--- config.mk ---
export PLATFORM = sky130hd
export DESIGN_NAME = sw_debounce
export DESIGN_NICKNAME = d
export VERILOG_FILES = /design/src/rtl/sw_debounce.sv
export SDC_FILE = /design/constraint.sdc
export NUM_CORES = 1
export LEC_CHECK = 0
export BUFFER_PORTS_ARGS = -buffer_cell sky130_fd_sc_hd__buf_2
export CORE_MARGIN = 3
export CORE_UTILIZATION = 56
export CTS_BUF_LIST = sky130_fd_sc_hd__clkbuf_8
export CTS_CLUSTER_DIAMETER = 200
export CTS_CLUSTER_SIZE = 40
export DETAILED_ROUTE_END_ITERATION = 10
export GPL_ROUTABILITY_DRIVEN = 0
export GPL_TIMING_DRIVEN = 0
export PLACE_DENSITY = 0.82
export SYNTH_ARGS = -nofsm -noshare
export SYNTH_HDL_FRONTEND = slang
export SYNTH_SLANG_ARGS = --single-unit
--- constraint.sdc ---
create_clock -name clk -period 1.71 [get_ports clk]
set_input_delay 0.4275 -clock clk [delete_from_list [all_inputs] [get_ports clk]]
set_output_delay 0.4275 -clock clk [all_outputs]
set_load 0.02 [all_outputs]
--- src/rtl/sw_debounce.sv ---
// sw_debounce: per-bit synchroniser plus stability counter for raw board switches.
// A bit of sw follows its synchronised input only after the two have disagreed for
// DEBOUNCE_TICKS consecutive cycles; rise/fall/sw_changed pulse on the committing edge.
module sw_debounce #(
  parameter int WIDTH          = 3,
  parameter int SYNC_STAGES    = 2,
  parameter int DEBOUNCE_TICKS = 1000
) (
  input  logic             clk,
  input  logic             rst_n,
  input  logic [WIDTH-1:0] sw_raw,
  output logic [WIDTH-1:0] sw,
  output logic [WIDTH-1:0] rise,
  output logic [WIDTH-1:0] fall,
  output logic             sw_changed
);

  localparam int              CNT_W    = $clog2(DEBOUNCE_TICKS + 1);
  localparam logic [CNT_W-1:0] CNT_LAST = CNT_W'(DEBOUNCE_TICKS - 1);
  localparam logic [CNT_W-1:0] CNT_ONE  = CNT_W'(1);

  typedef enum logic {
    STABLE   = 1'b0,
    SETTLING = 1'b1
  } state_t;

  logic [WIDTH-1:0] sync_q [SYNC_STAGES];
  logic [WIDTH-1:0] sync;

  state_t           state_q [WIDTH];
  state_t           state_d [WIDTH];
  logic [CNT_W-1:0] cnt_q   [WIDTH];
  logic [CNT_W-1:0] cnt_d   [WIDTH];
  logic [WIDTH-1:0] sw_d;
  logic [WIDTH-1:0] rise_d;
  logic [WIDTH-1:0] fall_d;

  // Synchroniser chain: every stage is cleared on reset so the first
  // post-reset samples read as the stable value 0.
  // NOTE: this array is a handful of flops, not a RAM, so resetting every
  // entry is cheap and keeps the reset state fully defined.
  always_ff @(posedge clk) begin
    if (!rst_n) begin
      for (int k = 0; k < SYNC_STAGES; k++) sync_q[k] <= '0;
    end else begin
      // NOTE: non-blocking assignments make every stage sample the old value
      // of its predecessor, which is what turns this loop into a shift register.
      sync_q[0] <= sw_raw;
      for (int k = 1; k < SYNC_STAGES; k++) sync_q[k] <= sync_q[k-1];
    end
  end

  assign sync = sync_q[SYNC_STAGES-1];

  // Per-bit next-state logic: settle counting, bounce rejection and commit.
  always_comb begin
    // NOTE: every output of this block gets a default first, so no path
    // through the case below can leave a value unassigned and infer a latch.
    sw_d   = sw;
    rise_d = '0;
    fall_d = '0;
    for (int i = 0; i < WIDTH; i++) begin
      state_d[i] = state_q[i];
      cnt_d[i]   = cnt_q[i];
    end

    for (int i = 0; i < WIDTH; i++) begin
      unique case (state_q[i])
        STABLE: begin
          if (sync[i] != sw[i]) begin
            if (DEBOUNCE_TICKS == 1) begin
              sw_d[i]    = sync[i];
              rise_d[i]  = sync[i];
              fall_d[i]  = ~sync[i];
              cnt_d[i]   = '0;
              state_d[i] = STABLE;
            end else begin
              cnt_d[i]   = CNT_ONE;
              state_d[i] = SETTLING;
            end
          end else begin
            cnt_d[i] = '0;
          end
        end
        SETTLING: begin
          if (sync[i] == sw[i]) begin
            // Input bounced back before qualifying: drop the attempt silently.
            cnt_d[i]   = '0;
            state_d[i] = STABLE;
          end else if (cnt_q[i] == CNT_LAST) begin
            sw_d[i]    = sync[i];
            rise_d[i]  = sync[i];
            fall_d[i]  = ~sync[i];
            cnt_d[i]   = '0;
            state_d[i] = STABLE;
          end else begin
            cnt_d[i] = cnt_q[i] + CNT_ONE;
          end
        end
        default: begin
          cnt_d[i]   = '0;
          state_d[i] = STABLE;
        end
      endcase
    end
  end

  // State, counter and registered outputs; strobes coincide with the sw update.
  always_ff @(posedge clk) begin
    if (!rst_n) begin
      for (int i = 0; i < WIDTH; i++) begin
        state_q[i] <= STABLE;
        cnt_q[i]   <= '0;
      end
      sw         <= '0;
      rise       <= '0;
      fall       <= '0;
      sw_changed <= 1'b0;
    end else begin
      for (int i = 0; i < WIDTH; i++) begin
        state_q[i] <= state_d[i];
        cnt_q[i]   <= cnt_d[i];
      end
      sw         <= sw_d;
      rise       <= rise_d;
      fall       <= fall_d;
      sw_changed <= |(rise_d | fall_d);
    end
  end

endmodule

==> flow_summary.yaml <==
setup_path:
  cp_slowest_cell: "dfxtp_1"
  cp_top_family: "simple AND/OR/NAND/NOR gates"
  worstSetupPathType: "reg2reg"
  critPathBufInv: 1
  crit_path_start_kind: "register"
  max_stage_delay_ns: 0.39
  cp.arrival_ns: 1.76
  crit_path_max_fanout: 8
  required_ns: 1.91
  crit_path_end_kind: "register"
  path_cells: "ha_1, nand4b_1, nor3_2, or2_2, buf_6, nor2_1"
route:
  drt_pass1_iterations: 4
  wirelength_um: 2938
  vias: 1351
  wire_per_inst_um: 10.72
  first_iter_violations: 65
  drcViolationCount: 0
  ant_nets: 0
  viasPerCell: 4.931
power_and_ir_drop:
  leakage_nw: 0.7616
  power_density_nw_per_um2: 939.8
  ir_worst_vdd_uv: 698.4
clocking:
  worstSkewPairLatency_ns: 0.30
  numCtsBuffers: 5
  ctsHoldBuffers: 0
  cts_buffer_depth: 2
  root_buffer: "clkbuf_8"
  cts_tree: "done"
  cts_setup_buffers: 0
  cts_num_sinks: 49
  path_clk_slew_ns: 0.09
  ctsResizeCount: 0
  htreeDepth: 2
run:
  drv_cap: 0
die:
  dieHeight_um: 64.70
  coreArea_um2: 3178
  io_pins: 15
  die_w_um: 64.70
  start_util_pct: 60.71
  die_area_um2: 4185
  rows: 20
yosys:
  ys_ff_latch: 49
  synth_common_cells: "dfxtp_1 (49), nor2_1 (44), xnor2_1 (18)"
  synth_edf_count: 0
  synth-seq-area-share_pct: 50.84
  synth_warnings: 0
  syn_nets: 217
  syn_inst: 209
  synth_area_per_cell_um2: 9.231
  synth_area_um2: 1929
  ys.flop_type: "dfxtp_1"
  synth.most_common_cell: "dfxtp_1"
  synthTopCellsByArea: "dfxtp_1 (51%), nor2_1 (8.6%), xnor2_1 (8.2%)"
  yosys.area.top_type: "dfxtp_1"
  ys_types: 28
  synth_top_area_share_pct: 50.84
  async_flop_share_pct: 0
timing:
  worst_slew_pin_slew_ns: 0.4042
  rsz0062_at_grt: "false"
  slew_headroom_pct: 72.90
  drv_slew: 0
  finalCritPeriodShare_pct: 90.71
  setup_viol: 0
  hold_violations: 0
  fin_setup_tns_ns: 0
  clock_skew_ns: 0.007239
  finalCriticalPeriod_ns: 1.551
  setup_ws_ns: 0.1589
  fmaxAchievable_mhz: 644.7
place:
  dp_slack_ns: 0.1706
  hpwl_um: 2128
  numPortBuffers: 13
finish:
  antenna_cells: 0
  fin_nets: 237
  drive_gt1_share_pct: 13.04
  area_growth_pct: 12.45
global_routing:
  antenna_found_initial: 0
  grt_overflow: 0
  grt_max_degree: 16
  grt_usage_pct: 17.44
  first_global_vias: 1312
  grt_pass1_wl_um: 5671
run_status:
  status: "finished clean"
min_path:
  min_path_type: "in2reg"
layout by cell type (no fill, tap or decap), types with 5 or more instances in the layout:
master | netlist | layout
dfxtp_1 | 49 | 49
nor2_1 | 44 | 44
xnor2_1 | 18 | 18
nand3_1 | 17 | 17
nand2_1 | 14 | 14
buf_2 | 0 | 13
xor2_1 | 9 | 9
inv_1 | 8 | 8
nor3_1 | 6 | 6
and2_1 | 6 | 6
clkbuf_8 | 0 | 6
nand4_1 | 5 | 5
routing by layer:
| metal | part of all wire, % | GRT usage, % |
|---|---|---|
| met5 | 0 | 0 |
| met3 | 4.4 | 3.986 |
| met1 | 49 | 22.98 |
| met4 | 2.6 | 9.499 |
| met2 | 44 | 26.42 |
stage by stage:
| step | power (mW) | area (µm²) | utilization (%) | instances | hold slack [ns] |
|---|---|---|---|---|---|
| floorplan | 1.201 | 1929 | - | 209 | 0.4119 |
| global placement | 1.209 | 2049 | 64.49 | 266 | 0.4139 |
| detailed placement | 1.210 | 2049 | 64.49 | 266 | 0.4225 |
| CTS | 2.058 | 2170 | 68.27 | 274 | 0.3187 |
| global route | 2.113 | 2170 | 68.27 | 274 | 0.3277 |
| finish | 2.039 | 2170 | 68.27 | 274 | 0.3233 |
worst paths after layout:
path / startpoint / endpoint / slack (ns) / cells after the start
max: cnt_q[0][10]$_SDFF_PN0_ / cnt_q[0][16]$_SDFF_PP0_ / 0.16 / 6
min: sw_raw[2] / sync_q[0][2]$_SDFF_PN0_ / 0.32 / 2
max reg2reg: cnt_q[0][10]$_SDFF_PN0_ / cnt_q[0][16]$_SDFF_PP0_ / 0.16 / 6
min reg2reg: sync_q[0][2]$_SDFF_PN0_ / sync_q[0][5]$_SDFF_PN0_ / 0.44 / 1
cell type report:
cell class	count	area, µm²
well taps	44	55.05
plain buffers	5	33.78
clock buffers	6	82.58
flip-flops and latches	49	980.9
repair buffers	13	65.06
inverters	8	30.03
fillers	275	1008
clock inverters	2	37.54
multi-input cells	147	884.6
cell families after synthesis:
| kind of cell | synth area share (%) |
|---|---|
| AO/OA/AOI/OAI | 4.410 |
| flip-flops | 50.84 |
| buffers and inverters | 3.307 |
| AND/OR/NAND/NOR | 27.24 |
| XOR/XNOR | 12.26 |
| adder cells (fa/ha/maj) | 1.946 |
sequential cells by signal, indices dropped and copies added (netlist names):
name        flops
state_q         3
sw_changed      1
sw              3
sync_q          6
cnt_q          30
fall            3
rise            3
report_power, final:
| group | internal (mW) | switching, mW |
|---|---|---|
| sequential | 1.15 | 0.00851 |
| clock | 0.475 | 0.380 |
| combinational | 0.0111 | 0.0132 |
worst register-to-register path: stages (launching register included):
cell      delay, ns
dfxtp_1        0.39
ha_1           0.24
nand4b_1       0.13
nor3_2         0.33
or2_2          0.20
buf_6          0.12
nor2_1         0.05
No activity file was read; power rests on OpenSTA's default activity.
